==> src/rtl/hazard_detection_unit_if.sv <==
// ============================================================================
//  hazard_detection_unit_if
//  ID-stage hazard unit signal bundle: decoded ID fields, memory freeze and
//  the resulting stall / write-enable / bubble controls.
//  Revision: 1.0
// ============================================================================
`default_nettype none

interface hazard_detection_unit_if #(
    parameter int REG_AW = 5,
    parameter int CNT_W  = 32
);
    logic              id_valid_i;
    logic [REG_AW-1:0] id_rs1_i;
    logic [REG_AW-1:0] id_rs2_i;
    logic              id_use_rs1_i;
    logic              id_use_rs2_i;
    logic [REG_AW-1:0] id_rd_i;
    logic              id_reg_write_i;
    logic              id_mem_read_i;
    logic              id_branch_i;
    logic              mem_busy_i;
    logic              stall_o;
    logic              pc_write_o;
    logic              ifid_write_o;
    logic              noop_o;
    logic [CNT_W-1:0]  stall_cnt_o;

    modport master (
        output id_valid_i, id_rs1_i, id_rs2_i, id_use_rs1_i, id_use_rs2_i,
        output id_rd_i, id_reg_write_i, id_mem_read_i, id_branch_i, mem_busy_i,
        input  stall_o, pc_write_o, ifid_write_o, noop_o, stall_cnt_o
    );

    modport slave (
        input  id_valid_i, id_rs1_i, id_rs2_i, id_use_rs1_i, id_use_rs2_i,
        input  id_rd_i, id_reg_write_i, id_mem_read_i, id_branch_i, mem_busy_i,
        output stall_o, pc_write_o, ifid_write_o, noop_o, stall_cnt_o
    );
endinterface

`default_nettype wire

==> src/rtl/hazard_detection_unit.sv <==
// ============================================================================
//  hazard_detection_unit
//  Load-use / ID-branch stall generation for a 5-stage RISC-V pipeline.
//  Optional saturating stall counter enabled by macro HDU_STALL_CNT_EN.
//  Revision: 1.0
// ============================================================================
`default_nettype none

module hazard_detection_unit #(
    parameter int REG_AW = 5,
    parameter int CNT_W  = 32
) (
    input  logic                    clk_i,
    input  logic                    rst_i,
    hazard_detection_unit_if.slave  bus
);

    typedef struct packed {
        logic              v;
        logic [REG_AW-1:0] rd;
        logic              rw;
        logic              ld;
    } slot_t;

    slot_t ex_slot;
    slot_t mem_slot;
    slot_t ex_next;

    logic rs1_used;
    logic rs2_used;
    logic ex_match;
    logic mem_match;
    logic haz;

    always_comb begin
        rs1_used  = bus.id_valid_i & bus.id_use_rs1_i;
        rs2_used  = bus.id_valid_i & bus.id_use_rs2_i;
        ex_match  = ex_slot.v & ex_slot.rw & (ex_slot.rd != '0) &
                    ((rs1_used & (ex_slot.rd == bus.id_rs1_i)) |
                     (rs2_used & (ex_slot.rd == bus.id_rs2_i)));
        mem_match = mem_slot.v & mem_slot.rw & (mem_slot.rd != '0) &
                    ((rs1_used & (mem_slot.rd == bus.id_rs1_i)) |
                     (rs2_used & (mem_slot.rd == bus.id_rs2_i)));
        // Branches resolve in ID, so an EX producer of any kind and a MEM load
        // are both too late; ordinary consumers only wait on an EX load.
        haz = (!bus.id_branch_i & ex_match & ex_slot.ld) |
              ( bus.id_branch_i & ex_match) |
              ( bus.id_branch_i & mem_match & mem_slot.ld);
    end

    always_comb begin
        bus.stall_o      = 1'b0;
        bus.pc_write_o   = 1'b1;
        bus.ifid_write_o = 1'b1;
        bus.noop_o       = 1'b0;
        if (bus.mem_busy_i) begin
            bus.pc_write_o   = 1'b0;
            bus.ifid_write_o = 1'b0;
        end else if (haz) begin
            bus.stall_o      = 1'b1;
            bus.pc_write_o   = 1'b0;
            bus.ifid_write_o = 1'b0;
            bus.noop_o       = 1'b1;
        end
    end

    always_comb begin
        ex_next = '0;
        if (!haz && bus.id_valid_i) begin
            ex_next.v  = 1'b1;
            ex_next.rd = bus.id_rd_i;
            ex_next.rw = bus.id_reg_write_i;
            ex_next.ld = bus.id_mem_read_i;
        end
    end

    always_ff @(posedge clk_i or posedge rst_i) begin
        if (rst_i) begin
            ex_slot  <= '0;
            mem_slot <= '0;
        end else if (!bus.mem_busy_i) begin
            mem_slot <= ex_slot;
            ex_slot  <= ex_next;
        end
    end

`ifdef HDU_STALL_CNT_EN
    logic [CNT_W-1:0] stall_cnt;

    always_ff @(posedge clk_i or posedge rst_i) begin
        if (rst_i) begin
            stall_cnt <= '0;
        end else if (bus.stall_o && (stall_cnt != {CNT_W{1'b1}})) begin
            stall_cnt <= stall_cnt + {{(CNT_W-1){1'b0}}, 1'b1};
        end
    end

    assign bus.stall_cnt_o = stall_cnt;
`else
    assign bus.stall_cnt_o = {CNT_W{1'b0}};
`endif

endmodule

`default_nettype wire
==> src/flat_wrapper.sv <==
// flat-port wrapper written by rule: the top's interface ports become plain ports
module hazard_detection_unit_flat 
#(
    parameter int REG_AW = 5,
    parameter int CNT_W  = 32
)
  (clk_i, rst_i, bus_id_valid_i, bus_id_rs1_i, bus_id_rs2_i, bus_id_use_rs1_i, bus_id_use_rs2_i, bus_id_rd_i, bus_id_reg_write_i, bus_id_mem_read_i, bus_id_branch_i, bus_mem_busy_i, bus_stall_o, bus_pc_write_o, bus_ifid_write_o, bus_noop_o, bus_stall_cnt_o);
  hazard_detection_unit_if #(.REG_AW(REG_AW), .CNT_W(CNT_W)) bus_i ();
  input  logic clk_i;
  input  logic rst_i;
  input wire logic [$bits(bus_i.id_valid_i)-1:0] bus_id_valid_i;
  input wire logic [$bits(bus_i.id_rs1_i)-1:0] bus_id_rs1_i;
  input wire logic [$bits(bus_i.id_rs2_i)-1:0] bus_id_rs2_i;
  input wire logic [$bits(bus_i.id_use_rs1_i)-1:0] bus_id_use_rs1_i;
  input wire logic [$bits(bus_i.id_use_rs2_i)-1:0] bus_id_use_rs2_i;
  input wire logic [$bits(bus_i.id_rd_i)-1:0] bus_id_rd_i;
  input wire logic [$bits(bus_i.id_reg_write_i)-1:0] bus_id_reg_write_i;
  input wire logic [$bits(bus_i.id_mem_read_i)-1:0] bus_id_mem_read_i;
  input wire logic [$bits(bus_i.id_branch_i)-1:0] bus_id_branch_i;
  input wire logic [$bits(bus_i.mem_busy_i)-1:0] bus_mem_busy_i;
  output wire logic [$bits(bus_i.stall_o)-1:0] bus_stall_o;
  output wire logic [$bits(bus_i.pc_write_o)-1:0] bus_pc_write_o;
  output wire logic [$bits(bus_i.ifid_write_o)-1:0] bus_ifid_write_o;
  output wire logic [$bits(bus_i.noop_o)-1:0] bus_noop_o;
  output wire logic [$bits(bus_i.stall_cnt_o)-1:0] bus_stall_cnt_o;
  assign bus_i.id_valid_i = bus_id_valid_i;
  assign bus_i.id_rs1_i = bus_id_rs1_i;
  assign bus_i.id_rs2_i = bus_id_rs2_i;
  assign bus_i.id_use_rs1_i = bus_id_use_rs1_i;
  assign bus_i.id_use_rs2_i = bus_id_use_rs2_i;
  assign bus_i.id_rd_i = bus_id_rd_i;
  assign bus_i.id_reg_write_i = bus_id_reg_write_i;
  assign bus_i.id_mem_read_i = bus_id_mem_read_i;
  assign bus_i.id_branch_i = bus_id_branch_i;
  assign bus_i.mem_busy_i = bus_mem_busy_i;
  assign bus_stall_o = bus_i.stall_o;
  assign bus_pc_write_o = bus_i.pc_write_o;
  assign bus_ifid_write_o = bus_i.ifid_write_o;
  assign bus_noop_o = bus_i.noop_o;
  assign bus_stall_cnt_o = bus_i.stall_cnt_o;
  hazard_detection_unit #(.REG_AW(REG_AW), .CNT_W(CNT_W)) u_core (.clk_i(clk_i), .rst_i(rst_i), .bus(bus_i));
endmodule
==> config.mk <==
export PLATFORM = sky130hd
export DESIGN_NAME = hazard_detection_unit_flat
export DESIGN_NICKNAME = d
export VERILOG_FILES = /design/src/rtl/hazard_detection_unit_if.sv /design/src/rtl/hazard_detection_unit.sv /design/src/flat_wrapper.sv
export SDC_FILE = /design/constraint.sdc
export NUM_CORES = 1
export LEC_CHECK = 0
export BUFFER_PORTS_ARGS = -buffer_cell sky130_fd_sc_hd__buf_2
export CORE_MARGIN = 4
export CORE_UTILIZATION = 41
export CTS_CLUSTER_SIZE = 12
export DETAILED_ROUTE_END_ITERATION = 10
export PLACE_DENSITY = 0.74
export SLEW_MARGIN = 20
export SYNTH_ARGS = -nofsm -noshare
export SYNTH_HDL_FRONTEND = slang
export SYNTH_SLANG_ARGS = --single-unit
==> constraint.sdc <==
create_clock -name clk_i -period 1.55 [get_ports clk_i]
set_clock_uncertainty 0.15 [all_clocks]
set_input_delay 0 -clock clk_i [delete_from_list [all_inputs] [get_ports clk_i]]
set_output_delay 0 -clock clk_i [all_outputs]
set_load 0.1 [all_outputs]
======== Word level (Yosys, flattened, before mapping) ========
Cells that the tools add are included.
storage, ports and cells
  bits in registers ....................... 16
  input bits .............................. 24
  output and inout bits ................... 36
  logic and storage cells ................. 43
cells by class
  equal/unequal tests ..................... 4
  mux-type cells .......................... 5
  bitwise gates (word level) .............. 21
  reductions and logical operators ........ 5
operators with widths
  cell                 count
  5-bit equality test  4
  1-bit bitwise AND    17
  5-bit nonzero test   2
  8-bit two-way mux    1
  1-bit two-way mux    4
  1-bit OR             4
  1-bit zero test      2
  1-bit logical AND    1

======== Depth between registers and ports, before layout ========
Gate-level depths: netlist of the first run.
  word-level depth ........................ 11
  gate-level depth with buffers ........... 6
  mapped depth without buffers ............ 5

======== Worst setup path after synthesis of the first run ========
Ideal clock, no wire load.
  path kind ............................... register -> output
  from .................................... register u_core.ex_slot[6] (netlist name)
  to ...................................... output bus_pc_write_o
  arrival ................................. 2.948 ns
  data required time ...................... 1.400 ns
  path slack .............................. -1.548 ns
  cell stages (with the launch flop) ...... 7
  path buffers ............................ 1
  cell sequence ........................... dfrtp_1 xnor2_1 nand4_1 o22ai_2 a22oi_4 nor2b_1 buf_4
on the way
  word-level cells in the longest chain between the ends .. 10
  elaborated cells between the ends (all ways) .. 15
  classes of those cells .................. eq/ne: 2; mux: 2; bitwise: 10; reduce/logical: 1
RTL lines
  element                                        RTL line                                                  text
  start: declaration                             hazard_detection_unit.sv:25                               slot_t ex_slot;
  start signal: assignment                       hazard_detection_unit.sv:83                               ex_slot <= ex_next;
  5-bit equality test, on equally long branches  hazard_detection_unit.sv:39, hazard_detection_unit.sv:40
  1-bit bitwise AND, on equally long branches    hazard_detection_unit.sv:39, hazard_detection_unit.sv:40
  1-bit OR                                       hazard_detection_unit.sv:39                               ((rs1_used & (ex_slot.rd == bus.id_rs1_i)) |
  1-bit bitwise AND *                            hazard_detection_unit.sv:38                               ex_match = ex_slot.v & ex_slot.rw & (ex_slot.rd != '0) &
  1-bit bitwise AND (2 in series)                hazard_detection_unit.sv:46                               haz = (!bus.id_branch_i & ex_match & ex_slot.ld) |
  1-bit OR *                                     hazard_detection_unit.sv:46
  1-bit OR *                                     hazard_detection_unit.sv:47                               ( bus.id_branch_i & ex_match) |
  1-bit two-way mux * (2 in series)              -
  end: declaration                               flat_wrapper.sv:22                                        output wire logic [$bits(bus_i.pc_write_o)-1:0] bus_pc_write_o;
Every way passes the cells marked *; elsewhere a longest branch is shown, timed or not.

======== Final worst setup path of the first run ========
  from .................................... register u_core.mem_slot[6] (netlist name)
  to ...................................... output bus_pc_write_o
on the way
  word-level cells in the longest chain between the ends .. 9
  elaborated cells between the ends (all ways) .. 13
  classes of those cells .................. eq/ne: 2; mux: 2; bitwise: 8; reduce/logical: 1
RTL lines
  element                                        RTL line                                                  text
  start: declaration                             hazard_detection_unit.sv:26                               slot_t mem_slot;
  start signal: assignment                       hazard_detection_unit.sv:82                               mem_slot <= ex_slot;
  5-bit equality test, on equally long branches  hazard_detection_unit.sv:42, hazard_detection_unit.sv:43
  1-bit bitwise AND, on equally long branches    hazard_detection_unit.sv:42, hazard_detection_unit.sv:43
  1-bit OR                                       hazard_detection_unit.sv:42                               ((rs1_used & (mem_slot.rd == bus.id_rs1_i)) |
  1-bit bitwise AND *                            hazard_detection_unit.sv:41                               mem_match = mem_slot.v & mem_slot.rw & (mem_slot.rd != '0) &
  1-bit bitwise AND * (2 in series)              hazard_detection_unit.sv:48                               ( bus.id_branch_i & mem_match & mem_slot.ld);
  1-bit OR *                                     hazard_detection_unit.sv:47
  1-bit two-way mux *                            hazard_detection_unit.sv:59                               end else if (haz) begin
  1-bit two-way mux *                            hazard_detection_unit.sv:56                               if (bus.mem_busy_i) begin
Marks and branches as above.

==> results of run 1 <==
flip-flops by register name, summed over array words and instances, names as in the netlist:
name             cells
u_core.ex_slot       8
u_core.mem_slot      8
final cells by class:
class / count / area, µm² / area share, %
multi-input combinational: 90 / 646.9 / 42.98
sequential: 16 / 405.4 / 26.93
timing repair buffer: 50 / 387.9 / 25.77
tap: 31 / 38.79 / 2.577
clock buffer: 3 / 22.52 / 1.496
inverter: 1 / 3.754 / 0.2494
cells in the final DEF, fill, tap and decap left out:
cell            n
dfrtp_1        12
o211ai_1        1
nor2_1          2
a32o_1          7
nand3_1         4
nor2b_4         1
nor2b_1         1
a22oi_4         1
nor3_2          1
xnor2_1        19
mux2_2          8
nand4_1         4
nand4_2         1
buf_2          23
nor3_1          1
a21oi_1         2
inv_1           1
o22ai_2         2
nor2_4          1
buf_4          15
buf_12          4
xnor2_2         1
dlygate4sd3_1   8
conb_1         32
clkbuf_4        3
a22o_1          1
dfrtp_2         4
where the power goes:
group	internal, µW	total [µW]	switching [µW]
clock	90.3	212	122
sequential	459	505	45.8
combinational	175	640	465
worst register-to-register path, delay by kind of cell, from the launching register on:
family | cells | cell delay (ns)
AOI/OAI and AO/OA | 3 | 0.60
DFF | 1 | 0.44
buffers and inverters | 1 | 0.19
xor gates and xnor gates | 1 | 0.18
and+or+nand+nor | 1 | 0.13
what timing repair did:
action / 4_1_cts / 5_1_grt
setup endpoints to repair: 12 / 12
hold buffers: 8 / 0
buffers inserted: 4 / 1
hold endpoints to repair: 23 / 0
gates resized for setup: 0 / 6
pin swaps: 9 / 8
per-stage QoR:
stage                     instance area [µm²]  utilization, %  power (µW)
after floorplan                          1330               -        1072
after global placement                   1348           49.29        1108
after detailed placement                 1348           49.29        1121
after CTS                                1480           54.14        1356
after global routing                     1505           55.06        1418
final                                    1505           55.06        1356
worst paths after layout:
check / start / endpoint / slack (ns) / cells past startpoint
worst max-delay path: u_core.mem_slot[6] / bus_pc_write_o / -0.40 / 6
worst min-delay path: bus_mem_busy_i / u_core.ex_slot[7] / 0.09 / 2
worst max register to register: u_core.mem_slot[6] / u_core.ex_slot[4] / -0.24 / 6
worst min register to register: u_core.mem_slot[0] / u_core.mem_slot[0] / 0.37 / 1
max in group asynchronous: rst_i / u_core.ex_slot[2] / 0.68 / 3
min in group asynchronous: rst_i / u_core.mem_slot[1] / 0.16 / 3
cells by family after synthesis:
logic type             Yosys count  share of synthesized area, %
buffers and inverters           38                         23.15
AO/OA/AOI/OAI                   14                         11.68
flip-flops                      16                         34.30
XOR/XNOR                        20                         15.01
other                            1                        0.3212
multiplexers                     8                         7.717
AND/OR/NAND/NOR                 16                         7.824
routing by layer:
metal	global-route usage (%)	vias up	wire, µm
li1	-	426	-
met3	1.677	2	229
met2	26.13	40	1315
met1	17.69	418	970
met5	0	-	0
met4	4.545	0	19
==> impl_results.md, run 1 <==
- I/O pin count: 60
- Cells after synthesis: between 100 and 150
- WP buf/inv: 1
- EDFF count, synth: 0
- Worst skew pair latency: approximately 0.28 ns
- F_max: a little over 500 MHz
- Core ar.: approximately 0.0027 mm²
- Die Y: approximately 61 µm
- Required @ worst endpoint: about 1.4 ns
- Leak Pwr: between 0.0007 and 0.0008 µW
- Final Cycle Share: 125.7%
- Worst setup margin: -0.3987 ns
- Synth async-reset ratio: 100.0%
- Failing checks: negative setup slack
- Ant. Diodes: 0
- Placer congestion estimate: 0.8232
- Vias in the first global route: about 900
- Slowest CP cell: dfrtp_1
- Synth area leader: dfrtp_1
- Post-synth top flop: dfrtp_1
- Drt drc: 0
- Gr ovfl total: 0
- Non-Filler Instances: ~190
- DP HPWL: 2.023 mm
- RSZ-0062 raised after global routing: true
- Netlist Area Pre-Place: around 0.0012 mm²
- CTS buffer count: 3
- Proportion of layout cells with a drive suffix above 1: between 40% and 50%
- Clk buf depth: 2
- Starting density of the core: 42.70%
- Relative slew slack: between 60% and 70%
- Largest net degree at the start of global routing: 20
- Setup TNS: -3.284 ns
- Sequential area share after synthesis: around 34%
- Critical path fanouts, max: 4
- Rows: 19
- H-tree depth: 1
- Area grow syn2layout: 28.94%
- Synthesized flop and latch total: 16
- Avg Synthesized Cell Area: about 10 µm²
- Max Cap Viol: 0
- Root Driver: clkbuf_4
- Number of DRC markers in iteration 0: 10
- Routed WL: ~2.5 mm
- Vias/cell: 4.639
- Crit end category: primary output
- Most numerous cell in the Yosys netlist: buf_4
- PwrDens: between 900 and 1000 mW/mm²
- Synth area leaders: dfrtp_1, buf_4, xnor2_1
- Count of cell types in the netlist: 21
- Final Setup Violations: 12
- Die ar.: around 0.0038 mm²
- CTS tree: yes
- Final Hold Fails: 0
- Vias post-DR: approximately 890
- Number of fill cells: between 200 and 250
- Clock-pin slew on the worst setup and hold paths: approximately 0.080 ns
- Largest stage delay on the critical path: about 0.44 ns
- WL per Instance: 13.27 µm
- Hold crit path type: input port to flip-flop
- Placed Cells: around 180
- Synth warnings: 0
- Worst-path cell chain: xnor2_1 > nand4_1 > o22ai_2 > a22oi_4 > nor2b_4 > buf_12
- Status: finished, violations left
- Final Max Tran Viols: 0
- Top cells by count, synth: buf_4, xnor2_1, dfrtp_1
- Post-synth top area share: between 30 and 40%
- Worst slack, placed: -0.2055 ns
- Least-Margin Pin Slew: approximately 0.58 ns
- CP Launch Type: flip-flop
- Total global-route track usage: 14.38%
- DRT Pass-1 Iters: 4
- Min Tclk post-route: ~1.9 ns
- Routed Antenna Nets: 0
- Nets: 186
- Initial antenna violation count: 0
- CP top delay family: flip-flops
- Maximum vdd drop: 666.6 µV
- Fin Hold WS: just under 0.09 ns
- Port Buf Inserts: 27
- First-pass GRT wire length: 3.988 mm
- Die X: just over 60 µm
- CP Data Arrival Time: 1.80 ns
- Setup Crit Path Kind: flip-flop to primary output
- Clock sinks: 16
Note: power is estimated with default switching activity, not from simulation.
==> run 2: changes to the inputs <==
--- a/config.mk
+++ b/config.mk
@@ -10,7 +10,8 @@
 export CORE_UTILIZATION = 41
 export CTS_CLUSTER_SIZE = 12
 export DETAILED_ROUTE_END_ITERATION = 10
-export PLACE_DENSITY = 0.74
+export PLACE_DENSITY = 0.76
+export SETUP_SLACK_MARGIN = 0.1
 export SLEW_MARGIN = 20
 export SYNTH_ARGS = -nofsm -noshare
 export SYNTH_HDL_FRONTEND = slang
==> impl_results.md, run 2 (same netlist as run 1, synthesis figures left out) <==
- CTS tree: yes
- R2R Setup Slk: -0.35 ns
- Final Hold Fails: 0
- Logic pwr share: between 40% and 50%
- Worst skew pair latency: ~0.28 ns
- Status: finished, violations left
- Worst-path cell chain: xnor2_1 > nand4_1 > o22ai_2 > a22oi_4 > nor2b_4 > buf_12
- I/O pin count: 60
- Final Total Pwr: around 1400 µW
- CP top delay family: flip-flops
- WP buf/inv: 1
- Core ar.: approximately 0.0027 mm²
- Maximum vdd drop: 680.0 µV
- Ant. Diodes: 0
- Worst slack, placed: -0.2097 ns
- Worst reg2reg path endpoint: u_core.ex_slot[5]
- Leak Pwr: 0.0007389 µW
- GRT busiest layer: met2
- Commonest non-fill, non-tap cell in the layout: conb_1
- Drt drc: 0
- Port Buf Inserts: 27
- Worst setup margin: -0.3930 ns
- Die X: about 60 µm
- Final Max Tran Viols: 0
- Worst Hold End: u_core.ex_slot[1]
- Setup TNS: -3.981 ns
- R2R depth: 7
- Required @ worst endpoint: 1.40 ns
- PwrDens: 916.5 mW/mm²
- Nets: between 150 and 200
- WL per Instance: 13.04 µm
- CP Launch Type: flip-flop
- Vias post-DR: a little under 900
- Die Y: 61.36 µm
- P_int: ~780 µW
- First-pass GRT wire length: roughly 3.9 mm
- Number of DRC markers in iteration 0: 19
- DP HPWL: between 1.5 and 2 mm
- CP Data Arrival Time: 1.79 ns
- Fin Hold WS: 0.08483 ns
- Worst hold path depth: 2
- Min-delay src: bus_mem_busy_i
- Critical path fanouts, max: 4
- DRT Pass-1 Iters: 4
- Failing checks: negative setup slack
- Total global-route track usage: approximately 14%
- Clk buf depth: 2
- Gr ovfl total: 0
- Clock sinks: 16
- Clock power frac: a little under a fifth
- Proportion of layout cells with a drive suffix above 1: 44.72%
- Hold crit path type: input port to flip-flop
- Met2 GRT Util: 25.23%
- Vias/cell: 4.609
- Placer congestion estimate: between 0.7 and 0.8
- Most frequent cells in the layout: conb_1, buf_2, xnor2_1, buf_4, dfrtp_1
- H-tree depth: 1
- Least-Margin Pin Slew: ~0.6 ns
- Min Tclk post-route: 1.943 ns
- Relative slew slack: 59.44%
- Largest net degree at the start of global routing: 20
- Initial antenna violation count: 0
- CTS buffer count: 3
- Vias in the first global route: ~870
- F_max: around 510 MHz
- Starting density of the core: between 40% and 50%
- Worst setup path startpoint: u_core.mem_slot[3]
- Routed WL: 2.503 mm
- Switching power total: approximately 640 µW
- Flop pwr share: ~36%
- Root Driver: clkbuf_4
- Largest regs: u_core.ex_slot: 8 flops, u_core.mem_slot: 8 flops
- Global Route met1 Usage: between 10% and 20%
- Clock-pin slew on the worst setup and hold paths: 0.09 ns
- Max Cap Viol: 0
- Slowest CP cell: dfrtp_2
- Final Setup Violations: 12
- Final Util: a little under three fifths
- Final Cycle Share: 125.4%
- Sw Share: 45.05%
- Reg-to-Reg Start: u_core.mem_slot[3]
- Largest stage delay on the critical path: between 0.4 and 0.5 ns
- Crit end category: primary output
- RSZ-0062 raised after global routing: true
- GR Util met3: under 10%
- Routed Antenna Nets: 0
- Setup Crit Path Kind: flip-flop to primary output
- Rows: 19
- Area grow syn2layout: 32.15%
- Die ar.: 0.003765 mm²
## run 2: cell count changes in the layout (fill, tap and decap cells not counted), sizes merged
cell    before  now
clkbuf       3    4
## run 2: worst max-delay path by stage
stage	slack, ns	to	cells past startpoint
after global routing	-0.47	bus_pc_write_o	6
after global placement	-0.15	u_core.ex_slot[2]	6
after floorplan	-0.51	bus_pc_write_o	5
after CTS	-0.38	bus_pc_write_o	6
final	-0.39	bus_pc_write_o	6
after detailed placement	-0.21	u_core.ex_slot[5]	6
## run 2: timing repair
| item | 4_1_cts | 5_1_grt |
|---|---|---|
| hold buffers | 8 | 0 |
| buffers inserted | 3 | 1 |
| pin swaps | 8 | 5 |
| resized for setup | 6 | 6 |
| endpoints found under the hold margin | 23 | 0 |
| setup endpoints to repair | 12 | 12 |
## run 2: power by group through the flow
stage | clock (µW) | sequential [µW] | combinational [µW]
after floorplan | 0 | 501 | 571
after global placement | 0 | 507 | 597
after detailed placement | 0 | 511 | 606
after CTS | 280 | 506 | 632
after global routing | 300 | 517 | 670
final | 268 | 509 | 637
## run 2: worst register-to-register path, stage by stage (launching register included)
cell	delay [ns]
dfrtp_2	0.46
xnor2_1	0.15
nand4_1	0.17
o22ai_2	0.25
a22oi_4	0.10
buf_4	0.17
buf_4	0.13
a32o_1	0.21
## run 2: layout make-up
cell class                 instances  area (µm²)
sequential                        16       409.1
timing repair buffer              50       387.9
clock buffer                       4       36.28
inverter                           1       3.754
tap                               31       38.79
multi-input combinational         90       666.9
fill                             243        1191
## run 2: layer usage
metal	wire length [µm]	vias to the layer above
met2	1293	50
met3	247	6
met1	903	407
met5	0	-
met4	59	0
li1	-	422
## run 2: metrics by stage
stage	cells	area (µm²)
final	192	1543
after global routing	192	1543
after detailed placement	176	1355
after CTS	191	1518
after global placement	176	1355
after floorplan	144	1330
==> run 3: changes to the inputs <==
--- a/config.mk
+++ b/config.mk
@@ -6,7 +6,7 @@
 export NUM_CORES = 1
 export LEC_CHECK = 0
 export BUFFER_PORTS_ARGS = -buffer_cell sky130_fd_sc_hd__buf_2
-export CORE_MARGIN = 4
+export CORE_MARGIN = 2
 export CORE_UTILIZATION = 41
 export CTS_CLUSTER_SIZE = 12
 export DETAILED_ROUTE_END_ITERATION = 10
==> impl_results.md, run 3 (same netlist as run 1, synthesis figures left out) <==
- Status: finished, violations left
- Failing checks: negative setup slack
- Proportion of layout cells with a drive suffix above 1: between 40% and 50%
- Area after DPL: around 0.0014 mm²
- Total global-route track usage: ~15%
- Critical path fanouts, max: 5
- Final Cycle Share: 127.1%
- Port Buf Inserts: 27
- CTS buffer count: 3
- Rows: 19
- Area grow syn2layout: 31.94%
- Die Y: 57.36 µm
- Nets: 189
- Placed Cells: 179
- Final Setup Violations: 12
- Least-Margin Pin Slew: 0.6209 ns
- Die X: about 57 µm
- Commonest non-fill, non-tap cell in the layout: conb_1
- Worst setup margin: -0.4208 ns
- Largest net degree at the start of global routing: 17
- Worst skew pair latency: roughly 0.28 ns
- DP HPWL: between 1.5 and 2 mm
- F_max: approximately 510 MHz
- Non-Filler Instances: between 150 and 200
- CTS tree: yes
- Final Max Tran Viols: 0
- Vias post-DR: 909
- Setup Crit Path Kind: flip-flop to primary output
- Number of fill cells: 246
- WL per Instance: approximately 13 µm
- Area of the multi-input gates: 645.6 µm²
- H-tree depth: 1
- PwrDens: roughly 900 mW/mm²
- RSZ-0062 raised after global routing: true
- Clock sinks: 16
- Maximum vdd drop: between 700 and 800 µV
- Vias in the first global route: between 800 and 900
- Clk buf depth: 2
- Ant. Diodes: 0
- Vias/cell: 4.662
- Number of DRC markers in iteration 0: 13
- Setup TNS: -3.679 ns
- Routed WL: 2.488 mm
- Fin Hold WS: 0.03961 ns
- Leak Pwr: 0.0007424 µW
- Gr ovfl total: 0
- Die ar.: 0.003290 mm²
- DRT Pass-1 Iters: 4
- Hold crit path type: input port to flip-flop
- Sequential cell area: approximately 410 µm²
- Placer congestion estimate: around 0.80
- Required @ worst endpoint: approximately 1.4 ns
- First-pass GRT wire length: approximately 3.9 mm
- Starting density of the core: between 40% and 50%
- Routed Antenna Nets: 0
- Crit end category: primary output
- Root Driver: clkbuf_4
- Final Hold Fails: 0
- Drt drc: 0
- Core ar.: approximately 0.0027 mm²
- I/O pin count: 60
- Largest regs: u_core.ex_slot: 8 flops, u_core.mem_slot: 8 flops
- CP Launch Type: flip-flop
- Clock-pin slew on the worst setup and hold paths: 0.09 ns
- CP Data Arrival Time: 1.82 ns
- Initial antenna violation count: 0
- Relative slew slack: about three fifths
- Min Tclk post-route: slightly below 2 ns
- Most frequent cells in the layout: conb_1, buf_2, xnor2_1, buf_4, dfrtp_1
- Max Cap Viol: 0
- Finished Cell Area: roughly 0.0015 mm²
==> run 3: changes by cell type in the layout (fill, tap and decap cells not counted), sizes merged <==
cell	delta
buf	+3
==> run 3: worst paths after layout <==
check | slack, ns | cells after the start | startpoint | end
worst max-delay path | -0.42 | 6 | u_core.ex_slot[6] | bus_ifid_write_o
worst min-delay path | 0.04 | 2 | bus_mem_busy_i | u_core.ex_slot[5]
worst max register to register | -0.36 | 7 | u_core.ex_slot[5] | u_core.ex_slot[4]
worst min register to register | 0.37 | 1 | u_core.mem_slot[1] | u_core.mem_slot[1]
max in group asynchronous | 0.63 | 3 | rst_i | u_core.ex_slot[3]
min in group asynchronous | 0.18 | 3 | rst_i | u_core.mem_slot[7]
==> run 3: area by class of cell <==
cell class / instances / area share (%)
clock buffer: 4 / 2.356
inverter: 1 / 0.2437
multi-input combinational: 90 / 41.92
sequential: 16 / 26.32
tap: 31 / 2.518
timing repair buffer: 53 / 26.64
==> run 3: metrics by stage <==
step	worst slack [ns]	util [%]	power (µW)
final	-0.4208	56.34	1419
after global routing	-0.5024	56.34	1482
after CTS	-0.4500	56.02	1427
after detailed placement	-0.2661	50.39	1128
after global placement	-0.1618	50.39	1112
after floorplan	-0.5080	-	1072
==> run 3: what timing repair did <==
action	CTS	global route
gates cloned	0	0
pin swaps	4	1
resized for setup	3	4
setup buffers	4	0
endpoints found under the hold margin	23	0
hold buffers	8	0
setup endpoints to repair	12	12
==> run 3: layer usage <==
metal	GRT usage (%)	routed length, µm	part of all wire [%]	up-vias
li1	-	-	-	430
met1	18.09	997	40	435
met2	28.90	1335	54	42
met3	2.494	131	5.3	2
met4	4.319	23	0.92	0
met5	0	0	0	-
==> run 3: critical path, stage by stage (launching register included) <==
cell and delay, ns:
dfrtp_2 0.46, xnor2_1 0.15, nand4_2 0.10, o22ai_2 0.10, a22oi_4 0.26, nor2b_4 0.26
buf_12 0.19
==> run 3: power breakdown <==
part           switching, µW  internal [µW]
Combinational            471            175
Sequential              44.9            459
Clock                    127            143
Total                    642            777
